===== config.mk =====
export PLATFORM = sky130hd
export DESIGN_NAME = enc64_seq
export DESIGN_NICKNAME = d
export VERILOG_FILES = /design/src/rtl/enc64_seq.sv
export SDC_FILE = /design/constraint.sdc
export NUM_CORES = 1
export LEC_CHECK = 0
export ABC_AREA = 1
export BUFFER_PORTS_ARGS = -buffer_cell sky130_fd_sc_hd__clkbuf_2
export CAP_MARGIN = 20
export CORE_MARGIN = 2
export CORE_UTILIZATION = 45
export DETAILED_ROUTE_END_ITERATION = 12
export PLACE_DENSITY = 0.82
export RECOVER_POWER = 50
export SLEW_MARGIN = 30
export SYNTH_ARGS = -nofsm -noshare
export SYNTH_HDL_FRONTEND = slang
export SYNTH_SLANG_ARGS = --single-unit

===== constraint.sdc =====
create_clock -name clk -period 2.1 [get_ports clk]
set_clock_uncertainty 0.15 [all_clocks]
set_input_delay 0.315 -clock clk [delete_from_list [all_inputs] [get_ports clk]]
set_output_delay 0.315 -clock clk [all_outputs]
set_load 0.02 [all_outputs]

===== src/rtl/enc64_seq.sv =====
// Sequencer that pushes one 64-bit word through a shared 32->39 SECDED encoder in two passes
// (low half, then high half) and presents the combined 78-bit codeword over valid/ready.
module enc64_seq #(
   parameter int unsigned HALF_W = 32,
   parameter int unsigned CODE_W = 39,
   parameter int unsigned CNT_W  = 16
) (
   input  logic                clk,
   input  logic                rst,
   input  logic                in_valid,
   output logic                in_ready,
   input  logic [2*HALF_W-1:0] in_data,
   output logic [HALF_W-1:0]   enc_in,
   input  logic [CODE_W-1:0]   enc_out,
   output logic                out_valid,
   input  logic                out_ready,
   output logic [2*CODE_W-1:0] out_code,
   output logic                busy,
   output logic [CNT_W-1:0]    words_done
);

   typedef enum logic [1:0] {StIdle, StLo, StHi, StDone} state_e;

   state_e              state_q, state_d;
   logic [2*HALF_W-1:0] data_q, data_d;
   logic [CODE_W-1:0]   code_lo_q, code_lo_d;
   logic [CODE_W-1:0]   code_hi_q, code_hi_d;
   logic [CNT_W-1:0]    words_q, words_d;

   always_comb begin
      state_d   = state_q;
      data_d    = data_q;
      code_lo_d = code_lo_q;
      code_hi_d = code_hi_q;
      words_d   = words_q;
      in_ready  = 1'b0;
      enc_in    = '0;
      unique case (state_q)
         StIdle: begin
            in_ready = 1'b1;
            if (in_valid) begin
               data_d  = in_data;
               state_d = StLo;
            end
         end
         StLo: begin
            enc_in    = data_q[HALF_W-1:0];
            code_lo_d = enc_out;
            state_d   = StHi;
         end
         StHi: begin
            enc_in    = data_q[2*HALF_W-1:HALF_W];
            code_hi_d = enc_out;
            state_d   = StDone;
         end
         StDone: begin
            // Accepting a new word here lets a retiring codeword chain straight into LO.
            in_ready = out_ready;
            if (out_ready) begin
               words_d = words_q + 1'b1;
               if (in_valid) begin
                  data_d  = in_data;
                  state_d = StLo;
               end else begin
                  state_d = StIdle;
               end
            end
         end
         default: state_d = StIdle;
      endcase
   end

   always_ff @(posedge clk) begin
      if (rst) begin
         state_q   <= StIdle;
         data_q    <= '0;
         code_lo_q <= '0;
         code_hi_q <= '0;
         words_q   <= '0;
      end else begin
         state_q   <= state_d;
         data_q    <= data_d;
         code_lo_q <= code_lo_d;
         code_hi_q <= code_hi_d;
         words_q   <= words_d;
      end
   end

   assign out_valid  = (state_q == StDone);
   assign busy       = (state_q != StIdle);
   assign out_code   = {code_hi_q, code_lo_q};
   assign words_done = words_q;

endmodule

-- After elaboration in Yosys (flattened, before gate mapping)
Cells that the tools add are included.
- bits in registers: 160
- latch bits: 0
- memory bits (writable): 0
- ROM bits: 0
- memories kept: 0
- add/sub/neg operators: 1
- multiply operators: 0
- divide/modulo/power cells: 0
- order comparisons: 0
- equality and inequality tests: 5
- shift-type cells: 0
- mux-type cells: 9
- bitwise logic cells: 0
- reduce and logical (&&, ||, !) cells: 6
- operator list (operator ; number):
    $mux 64 ; 2
    $pmux 64 s2 ; 1
    $pmux 32 s2 ; 1
    $add 16x1->16 const B ; 1
    $pmux 2 s4 ; 1
    $reduce_and 2->1 ; 3
    $eq 2x2->1 const B ; 2
    $mux 2 ; 2
    $reduce_bool 2->1 ; 2
    $eq 2x1->1 const B ; 1
    $logic_not 2->1 ; 1
    $ne 2x1->1 const B ; 1
    $ne 2x2->1 const B ; 1
    $pmux 1 s2 ; 1
    $mux 1 ; 1

-- Longest topological paths before layout
Gate-level depths: netlist of the first run.
- depth after elaboration: 3
- depth in mapped cells: 8

-- Least setup slack after synthesis of the first run
OpenSTA, ideal clock, no wires.
- kind: flip-flop to output port
- start: register state_q[1]
- end: output enc_in[0]
- arrival: 1.446 ns
- data required time: 1.635 ns
- setup slack: 0.189 ns
- cell stages (with the launch flop): 7
- path through: dfxtp_1 inv_1 ha_1 buf_2 clkbuf_1 nand2_1 a21oi_1
- longest elaborated chain between the ends: 2
- ends and longest elaborated chain (item ; RTL line ; source):
    from (decl) ; 24 ; state_e state_q, state_d;
    from (signal assigned) ; 75 ; state_q <= StIdle;
    from (signal assigned) ; 81 ; state_q <= state_d;
    $eq 2x2->1 / $eq 2x1->1 (equally long branches) ; 38 ; unique case (state_q)
    $pmux 32 s2 (*) ; 38 ;
    to (decl) ; 13 ; output logic [HALF_W-1:0] enc_in,
Mark *: on every way between the ends. The rest lies on a longest branch, timed or not.

-- Final worst setup path of the first run
- start: register state_q[1]
- end: output enc_in[28]
The elaborated chain is that of the path after synthesis.

==> out/qor.yml, run 1 <==
crit_slowest_cell: "dfxtp_4"
hold_depth: 3
layoutNonFillerInstCount: 1367
p_switching_uw: 5900
crit_arrival_ns: 1.77
r2r_end: "words_done[14]"
totalWireLength_mm: 21.7
route.met3.wl_mm: 1.50
whs_ns: 0.00104
overflow: 0
syn_avg_cell_area_um2: 7.39
drt_iter0_drc: 669
path_depth: 6
pwr-share-seq_pct: 33.7
fin_nets: 1287
place_area_um2: 7690
ys_types: 30
pwr-share-comb_pct: 43.2
finalCritPeriodShare_pct: 106
die_w_um: 123
fin_area_um2: 9490
grt_pass1_vias: 7003
place.gp.congestion: 0.820
fmax_mhz: 448
endpoint_kind: "primary output"
cts_inserted_buffers: 17
period_minus_slack_ns: 2.23
worstHoldStart: "in_data[0]"
synthCells: 856
seqCellArea_um2: 3210
track_usage_pct: 28.2
failed_checks: "negative setup slack"
core_um2: 13800
grt_max_degree: 91
row_count: 43
die_y_um: 123
fp.dieArea_um2: 15000
worst_pin_slew_ns: 0.538
r2r_setup_slack_ns: 0.08
area_delta_synth_final_pct: 49.9
hold_violations: 0
synth_fp_nets: 970
fillers: 1072
finalPower_uw: 13800
p_sw_share_pct: 42.6
routedWlPerCell_um: 15.9
synth-main-ff-cell: "dfxtp_1"
outcome: "complete, but fails checks"
min_to: "data_q[0]"
setup_tns_ns: -2.62
synth-edff-count: 0
slew_violations: 0
clock-root-buffer: "clkbuf_16"
antenna_left: 0
syn_area_um2: 6330
multiInputGateArea_um2: 2840
first_pass_iters: 5
critical_path_peak_fanout: 32
ys_ff_latch: 160
port_buffers: 235
antenna_found_initial: 1
power_leakage_uw: 0.00405
vias: 7110
worst_slack_ns: -0.131
worstRegToRegCells: 9
grt_pass1_wl_mm: 33.2
crit_buf_inv: 4
ys_seq_area_share_pct: 50.6
h-tree-depth: 4
max_stage_delay_ns: 0.39
top_level_ports: 236
clk_path_buf_depth: 2
cp_top_family: "buffers and inverters"
critPathLaunchType: "register"
rr_startpoint: "state_q[0]"
required_ns: 1.63
cts_tree: "built"
p_int_uw: 7950
maxSlewHeadroom_pct: 64.0
viasPerCell: 5.20
finalSetupViolations: 33
cts_sinks: 160
cp_cell_sequence: "inv_6 > ha_4 > inv_2 > buf_12 > a21oi_1 > buf_4"
dp_cells: 1235
yosysWarnings: 0
clk_pin_slew_ns: 0.06
drt-met1-wl_mm: 8.19
rsz0062_at_grt: "yes"
drive_gt1_share_pct: 20.2
power_density_nw_per_um2: 1460
dp_hpwl_mm: 11.9
hp-class: "in -> reg"
maxCapViolCount: 0
peakVddDrop_uv: 920
power_frac_clock_pct: 23.0
routed.top_layer: "met4"
drc_errors: 0
route.met2.wl_mm: 10.8
initial_utilization_pct: 45.8
path_class: "reg -> out"
async_reset_ff_share_pct: 0
worstSkewPairLatency_ns: 0.43
==> synth_stat cells, types with 3 or more instances <==
master / n / area share, %
a21oi_1: 41 / 3.2
buf_2: 13 / 1.0
buf_4: 9 / 1.1
buf_6: 7 / 1.2
clkbuf_1: 26 / 1.5
dfxtp_1: 160 / 51
ha_1: 7 / 1.4
inv_1: 19 / 1.1
nand2_1: 91 / 5.4
nand3_1: 3 / 0.24
nand3_2: 3 / 0.47
nor2_1: 305 / 18
o21ai_0: 90 / 7.1
o21ai_1: 61 / 4.8
==> layout make-up <==
class	count	share of cell area, %
antenna	1	0.0264
inverter	21	0.923
tap	180	2.37
clock inverter	14	1.73
timing repair buffer	355	26.6
multi-input combinational	618	30.0
clock buffer	18	4.63
sequential	160	33.8
==> per-layer routing <==
layer | GRT usage [%] | up-vias
li1 | - | 3364
met1 | 30.1 | 3268
met2 | 49.3 | 364
met3 | 8.04 | 114
met4 | 17.1 | 0
met5 | 0 | -
==> worst max-delay path by stage <==
stage               startpoint          to  slack [ns]
floorplan           state_q[1]   enc_in[0]        0.19
global placement    state_q[1]  enc_in[31]        0.20
detailed placement  state_q[1]  enc_in[31]        0.14
CTS                 state_q[1]  enc_in[16]       -0.13
global route        state_q[1]  enc_in[21]       -0.16
finish              state_q[1]  enc_in[28]       -0.13
==> metrics by stage <==
stage	worst slack [ns]	utilization [%]
after floorplan	0.189	-
after global placement	0.203	55.6
after detailed placement	0.142	55.6
after CTS	-0.135	68.5
after global routing	-0.157	68.6
final	-0.131	68.6
==> logic make-up (layout without fill, tap and decap cells) <==
family,count (synthesis),count (layout),share of synthesized area [%]
AO/OA/AOI/OAI,195,195,15.5
other,0,1,0
XOR/XNOR,3,3,0.415
buffers and inverters,78,408,6.29
adder cells (fa/ha/maj),7,7,1.38
AND/OR/NAND/NOR,413,413,25.8
flip-flops,160,160,50.6
==> flip-flops by register name, indices dropped and copies added, names as in the netlist <==
signal      count
data_q         64
state_q         2
code_hi_q      39
code_lo_q      39
words_done     16
==> placed cells by master, fill, tap and decap left out, types with 4 or more instances in the layout <==
| cell type | Yosys | layout |
|---|---|---|
| nor2_1 | 305 | 306 |
| dfxtp_1 | 160 | 159 |
| clkbuf_2 | 0 | 110 |
| dlygate4sd3_1 | 0 | 95 |
| clkbuf_1 | 26 | 93 |
| o21ai_0 | 90 | 90 |
| nand2_1 | 91 | 89 |
| o21ai_1 | 61 | 61 |
| buf_4 | 9 | 29 |
| a21oi_1 | 41 | 21 |
| clkbuf_16 | 0 | 19 |
| a21oi_2 | 0 | 18 |
| inv_1 | 19 | 16 |
| clkbuf_8 | 0 | 11 |
| inv_6 | 0 | 9 |
| buf_12 | 0 | 9 |
| buf_6 | 7 | 6 |
| ha_1 | 7 | 4 |
==> tightest hold or removal path, cell delays in order <==
cell      delay, ns
clkbuf_2       0.08
o21ai_0        0.08
nor2_1         0.08
==> what timing repair did <==
action,4_1_cts,5_1_grt
hold buffers,95,0
gates resized for setup,62,43
setup buffers,1,1
gates cloned,0,2
endpoints found under the setup margin,33,33
pin swaps,2,3
hold endpoints to repair,128,0
==> power groups by stage <==
stage / logic (uW) / clock network [uW] / registers (uW)
finish: 5990 / 3190 / 4670
global route: 6510 / 3340 / 4760
CTS: 5710 / 3200 / 4620
detailed placement: 5330 / 0 / 4650
global placement: 5240 / 0 / 4620
floorplan: 2880 / 0 / 5280
Power figures use the tool's default switching activity.
==> run 2, diff against run 1 <==
--- a/config.mk
+++ b/config.mk
@@ -5,7 +5,6 @@
 export SDC_FILE = /design/constraint.sdc
 export NUM_CORES = 1
 export LEC_CHECK = 0
-export ABC_AREA = 1
 export BUFFER_PORTS_ARGS = -buffer_cell sky130_fd_sc_hd__clkbuf_2
 export CAP_MARGIN = 20
 export CORE_MARGIN = 2
==> out/qor.yml, run 2 <==
outcome: "complete, but fails checks"  # unchanged
failed_checks: "negative setup slack"  # unchanged
rsz0062_at_grt: "yes"  # unchanged
core_um2: 13800  # about the same
hold_violations: 0  # unchanged
drc_errors: 0  # unchanged
hp-class: "in -> reg"  # unchanged
first_pass_iters: 7  # was 5
ys_types: 31  # was 30
drt_iter0_drc: 470  # was 669
clock-root-buffer: "clkbuf_16"  # unchanged
finalCritPeriodShare_pct: 106  # about the same
final_cell_mix: "dfxtp_1, nand2_1, clkbuf_2, clkbuf_1, nor2_1"  # was nor2_1, dfxtp_1, clkbuf_2, dlygate4sd3_1, clkbuf_1
grt_pass1_wl_mm: 31.4  # was 33.2 mm
synth.most_common_cell: "dfxtp_1"  # was nor2_1
synth_top_area_share_pct: 51.0  # was 50.6%
worstSkewPairLatency_ns: 0.41  # was 0.43 ns
cts_inserted_buffers: 17  # unchanged
fin_nets: 1143  # was 1,287
synth_fp_nets: 823  # was 970
die_y_um: 122  # was 123 um
fp.dieArea_um2: 14900  # was 15,000 um^2
yosysWarnings: 0  # unchanged
vias: 6356  # was 7,110
diodes: 0  # was 1
place_ws_ns: 0.104  # was 0.142 ns
routedWlPerCell_um: 16.5  # was 15.9 um
dp_hpwl_mm: 11.6  # was 11.9 mm
viasPerCell: 5.20  # about the same
overflow: 0  # unchanged
top_level_ports: 236  # unchanged
top_regs: "data_q (64), code_hi_q (39), code_lo_q (39)"  # unchanged
drive_gt1_share_pct: 23.1  # was 20.2%
place.gp.congestion: 0.768  # was 0.820
grt_max_degree: 65  # was 91
area_delta_synth_final_pct: 50.2  # was 49.9%
slew_violations: 0  # unchanged
grt_pass1_vias: 6466  # was 7,003
port_buffers: 235  # unchanged
path_class: "reg -> out"  # unchanged
antenna_found_initial: 0  # was 1
worst_pin_slew_ns: 0.574  # was 0.538 ns
power_leakage_uw: 0.00376  # was 0.00405 uW
power_density_nw_per_um2: 1280  # was 1460 nW/um^2
ys_seq_area_share_pct: 51.0  # was 50.6%
totalWireLength_mm: 20.2  # was 21.7 mm
cts_sinks: 160  # unchanged
critical_path_peak_fanout: 13  # was 32
required_ns: 1.63  # about the same
layout_commonest_cell: "dfxtp_1"  # was nor2_1
largest_reg_flops: 64  # unchanged
maxCapViolCount: 0  # unchanged
maxSlewHeadroom_pct: 61.8  # was 64.0%
track_usage_pct: 26.9  # was 28.2%
fmax_mhz: 448  # about the same
row_count: 43  # unchanged
initial_utilization_pct: 45.6  # was 45.8%
rr_startpoint: "state_q[0]"  # unchanged
async_reset_ff_share_pct: 0  # unchanged
h-tree-depth: 4  # unchanged
synth_top_area_cell: "dfxtp_1"  # unchanged
startpoint: "state_q[0]"  # was state_q[1]
worst_slack_ns: -0.132  # was -0.131 ns
crit_arrival_ns: 1.77  # about the same
period_minus_slack_ns: 2.23  # about the same
ys_ff_latch: 160  # unchanged
cts_tree: "built"  # unchanged
synthCells: 709  # was 856
critPathLaunchType: "register"  # unchanged
synth-edff-count: 0  # unchanged
netlist_top_cells_count: "dfxtp_1, nand2_1, nor2_1, mux2i_1, a21oi_1"  # was nor2_1, dfxtp_1, nand2_1, o21ai_0, o21ai_1
peakVddDrop_uv: 823  # was 920 uV
regMostFlops: "data_q"  # unchanged
die_w_um: 122  # was 123 um
clk_path_buf_depth: 2  # unchanged
fin_util_pct: 68.5  # was 68.6%
finalSetupViolations: 33  # unchanged
synth-main-ff-cell: "dfxtp_1"  # unchanged
syn_area_um2: 6280  # was 6330 um^2
clk_pin_slew_ns: 0.06  # about the same
antenna_left: 0  # unchanged
yosys-top-cells-area: "dfxtp_1, mux2i_1, nand2_1"  # was dfxtp_1, nor2_1, o21ai_0
endpoint_kind: "primary output"  # unchanged
worstHoldStart: "enc_out[12]"  # was in_data[0]
syn_avg_cell_area_um2: 8.86  # was 7.39 um^2
-- run 2: cell count changes after synthesis, moves of 8 or more --
| cell | before | now |
|---|---|---|
| o21ai_1 | 61 | 1 |
| nand2_1 | 91 | 135 |
| clkbuf_1 | 26 | 37 |
| buf_4 | 9 | 0 |
| nor2b_1 | 0 | 34 |
| inv_1 | 19 | 5 |
| buf_1 | 2 | 10 |
| o21ai_0 | 90 | 0 |
| nor2_1 | 305 | 90 |
| buf_2 | 13 | 4 |
| mux2i_1 | 0 | 79 |
| a21oi_1 | 41 | 71 |
| a22oi_1 | 0 | 32 |
-- run 2: area by class of cell --
cell class | count | area [um^2]
sequential | 160 | 3210
fill | 1063 | 4330
tap | 180 | 225
multi-input combinational | 491 | 3010
clock buffer | 21 | 450
inverter | 6 | 25.0
timing repair buffer | 353 | 2370
clock inverter | 11 | 155
-- run 2: what timing repair did --
| action | 4_1_cts | 5_1_grt |
|---|---|---|
| pin swaps | 7 | 6 |
| hold buffers | 81 | 0 |
| gates cloned | 0 | 1 |
| resized for setup | 54 | 55 |
| hold endpoints to repair | 91 | 0 |
| setup endpoints to repair | 33 | 41 |
| buffers inserted | 8 | 2 |
-- run 2: stage by stage --
| stage | instances | total power (uW) | instance area, um^2 | TNS [ns] | hold WS [ns] |
|---|---|---|---|---|---|
| final | 1222 | 12100 | 9440 | -2.02 | 0.0163 |
| after global routing | 1222 | 12700 | 9440 | -4.71 | 0.00224 |
| after CTS | 1220 | 12000 | 9450 | -2.16 | 0.000170 |
| after detailed placement | 1099 | 8300 | 7790 | 0 | 0.297 |
| after global placement | 1099 | 8210 | 7790 | 0 | 0.291 |
| after floorplan | 709 | 6800 | 6280 | 0 | 0.286 |
-- run 2: cell families after synthesis --
logic type | share of synthesized area, %
XOR/XNOR | 1.39
multiplexers | 12.8
flip-flops | 51.0
AO/OA/AOI/OAI | 10.3
buffers and inverters | 3.66
adder cells (fa/ha/maj) | 1.39
AND/OR/NAND/NOR | 19.5
-- run 2: layer usage --
| metal | track usage, % | routed length, um | vias up |
|---|---|---|---|
| met3 | 10.3 | 1810 | 55 |
| met5 | 0 | 0 | - |
| met2 | 45.8 | 9980 | 327 |
| met1 | 29.5 | 7720 | 2956 |
| li1 | - | - | 3018 |
| met4 | 12.4 | 675 | 0 |
-- run 2: critical path, cell delays in order (launching register included) --
cell and delay [ns]:
dfxtp_2 0.34, inv_4 0.08, buf_6 0.10, ha_4 0.22, buf_12 0.17, a22oi_1 0.08, nor2b_1 0.19, buf_4 0.18
-- run 2: worst paths after layout --
| path | slack, ns | end | depth (start not counted) |
|---|---|---|---|
| worst min register to register | 0.31 | data_q[34] | 2 |
| worst min-delay path | 0.02 | code_lo_q[12] | 3 |
| worst max register to register | 0.04 | data_q[19] | 7 |
| worst max-delay path | -0.13 | enc_in[13] | 7 |
-- run 2: power breakdown --
part	internal, uW	switching, uW	leakage [uW]
registers	3640	350	0.00131
logic	2110	2820	0.00216
clock network	1920	1230	0.000292
==> run 3, diff against run 2 <==
--- a/config.mk
+++ b/config.mk
@@ -7,12 +7,11 @@
 export LEC_CHECK = 0
 export BUFFER_PORTS_ARGS = -buffer_cell sky130_fd_sc_hd__clkbuf_2
 export CAP_MARGIN = 20
-export CORE_MARGIN = 2
-export CORE_UTILIZATION = 45
+export CORE_UTILIZATION = 40
 export DETAILED_ROUTE_END_ITERATION = 12
-export PLACE_DENSITY = 0.82
+export PLACE_DENSITY = 0.75
 export RECOVER_POWER = 50
-export SLEW_MARGIN = 30
+export SLEW_MARGIN = 20
 export SYNTH_ARGS = -nofsm -noshare
 export SYNTH_HDL_FRONTEND = slang
 export SYNTH_SLANG_ARGS = --single-unit
==> out/qor.yml, run 3 (same netlist as run 2, synthesis figures left out) <==
port_buffers: 235  # unchanged
clk_pin_slew_ns: 0.06  # about the same
power_frac_clock_pct: 24.8  # was 26.1%
maxCapViolCount: 0  # unchanged
slew_violations: 0  # unchanged
core_um2: 15300  # was 13,800 um^2
drive_gt1_share_pct: 24.0  # was 23.1%
vias: 6263  # was 6,356
area_delta_synth_final_pct: 56.6  # was 50.2%
worst_pin_slew_ns: 0.557  # was 0.574 ns
pwr-share-comb_pct: 43.1  # was 40.9%
fin_nets: 1159  # was 1,143
place_ws_ns: 0.0340  # was 0.104 ns
critical_path_peak_fanout: 5  # was 13
period_minus_slack_ns: 2.24  # was 2.23 ns
power_density_nw_per_um2: 1270  # was 1280 nW/um^2
initial_utilization_pct: 41.2  # was 45.6%
crit_arrival_ns: 1.77  # about the same
final_cell_mix: "dfxtp_1, nand2_1, clkbuf_2, clkbuf_1, dlygate4sd3_1"  # was dfxtp_1, nand2_1, clkbuf_2, clkbuf_1, nor2_1
fmax_mhz: 447  # was 448 MHz
hp-class: "in -> reg"  # unchanged
p_int_uw: 7840  # was 7670 uW
p_sw_share_pct: 37.1  # was 36.5%
worst_slack_ns: -0.138  # was -0.132 ns
diodes: 0  # unchanged
dp_hpwl_mm: 11.1  # was 11.6 mm
clock-root-buffer: "clkbuf_16"  # unchanged
cts_inserted_buffers: 17  # unchanged
outcome: "complete, but fails checks"  # unchanged
failed_checks: "negative setup slack"  # unchanged
worstSkewPairLatency_ns: 0.42  # was 0.41 ns
path_class: "reg -> out"  # unchanged
largest_reg_flops: 64  # unchanged
totalWireLength_mm: 20.0  # was 20.2 mm
required_ns: 1.63  # about the same
routedWlPerCell_um: 15.7  # was 16.5 um
fp.dieArea_um2: 16200  # was 14,900 um^2
top_regs: "data_q (64), code_hi_q (39), code_lo_q (39)"  # unchanged
peakVddDrop_uv: 712  # was 823 uV
top_level_ports: 236  # unchanged
maxSlewHeadroom_pct: 62.9  # was 61.8%
hold_violations: 0  # unchanged
overflow: 0  # unchanged
drt_iter0_drc: 223  # was 470
p_switching_uw: 4620  # was 4400 uW
place.gp.congestion: 0.763  # was 0.768
grt_pass1_vias: 6442  # was 6,466
pwr-share-seq_pct: 32.2  # was 33.0%
power_leakage_uw: 0.00387  # was 0.00376 uW
layout_commonest_cell: "dfxtp_1"  # unchanged
h-tree-depth: 4  # unchanged
viasPerCell: 4.94  # was 5.20
finalSetupViolations: 33  # unchanged
regMostFlops: "data_q"  # unchanged
critPathLaunchType: "register"  # unchanged
track_usage_pct: 24.6  # was 26.9%
rsz0062_at_grt: "yes"  # unchanged
clk_path_buf_depth: 2  # unchanged
grt_max_degree: 61  # was 65
antenna_left: 0  # unchanged
endpoint_kind: "primary output"  # unchanged
grt_pass1_wl_mm: 31.3  # was 31.4 mm
first_pass_iters: 5  # was 7
whs_ns: 0.0197  # was 0.0163 ns
row_count: 45  # was 43
cts_sinks: 160  # unchanged
die_w_um: 127  # was 122 um
finalCritPeriodShare_pct: 107  # was 106%
die_y_um: 127  # was 122 um
cts_tree: "built"  # unchanged
antenna_found_initial: 0  # unchanged
drc_errors: 0  # unchanged
-- run 3: cell types whose count changed in the layout (fill, tap and decap cells not counted), moves of 3 or more --
| cell | change |
|---|---|
| clkinv_4 | -3 |
| buf_6 | -3 |
| dlygate4sd3_1 | +15 |
| a22oi_1 | -10 |
| clkinvlp_4 | +3 |
| a22oi_2 | +10 |
| buf_16 | +6 |
-- run 3: metrics by stage --
stage	util, %	cells	instance area (um^2)	power [uW]	TNS (ns)
after floorplan	-	709	6280	6800	0
after global placement	51.2	1126	7810	8220	0
after detailed placement	51.2	1126	7810	8310	0
after CTS	64.9	1268	9910	12400	-3.74
after global routing	64.5	1269	9840	13100	-4.70
final	64.5	1269	9840	12500	-2.51
-- run 3: worst paths after layout --
check | startpoint | endpoint | slack (ns) | cells past startpoint
min reg2reg | data_q[51] | data_q[51] | 0.31 | 2
max reg2reg | state_q[0] | data_q[54] | 0.11 | 7
max | state_q[0] | enc_in[31] | -0.14 | 8
min | enc_out[16] | code_hi_q[16] | 0.02 | 3
-- run 3: final cells by class --
cell class | count | area (um^2)
inverters | 6 | 25.0
fillers | 1195 | 5420
well taps | 211 | 264
flip-flops and latches | 160 | 3210
multi-input cells | 491 | 3060
repair buffers | 369 | 2690
clock buffers | 18 | 429
clock inverters | 14 | 158
-- run 3: power groups by stage --
stage | Sequential (uW) | Clock (uW) | Combinational, uW
2_1_floorplan | 4320 | 0 | 2470
3_3_place_gp | 3980 | 0 | 4240
3_5_place_dp | 4000 | 0 | 4310
4_1_cts | 3990 | 3140 | 5290
5_1_grt | 4070 | 3270 | 5730
6_report | 4010 | 3090 | 5370
-- run 3: repair_timing --
| item | CTS | global route |
|---|---|---|
| hold buffers | 96 | 0 |
| endpoints found under the setup margin | 34 | 49 |
| hold endpoints to repair | 112 | 0 |
| buffers inserted | 8 | 0 |
| pin swaps | 18 | 10 |
| gates cloned | 6 | 2 |
| gates resized for setup | 81 | 42 |
-- run 3: worst max-delay path, stage by stage, from the launching register on --
cell and delay, ns:
dfxtp_4 0.36, inv_4 0.04, buf_6 0.11, ha_4 0.17, buf_12 0.15, buf_16 0.14
a22oi_2 0.18, nor2b_2 0.08, buf_6 0.13
-- run 3: routing by layer --
metal | share of wire, % | vias up | GRT usage, %
met5 | 0 | - | 0
met1 | 40 | 2901 | 26.8
met2 | 51 | 272 | 44.5
li1 | - | 3050 | -
met4 | 2.3 | 0 | 10.7
met3 | 6.9 | 40 | 6.91
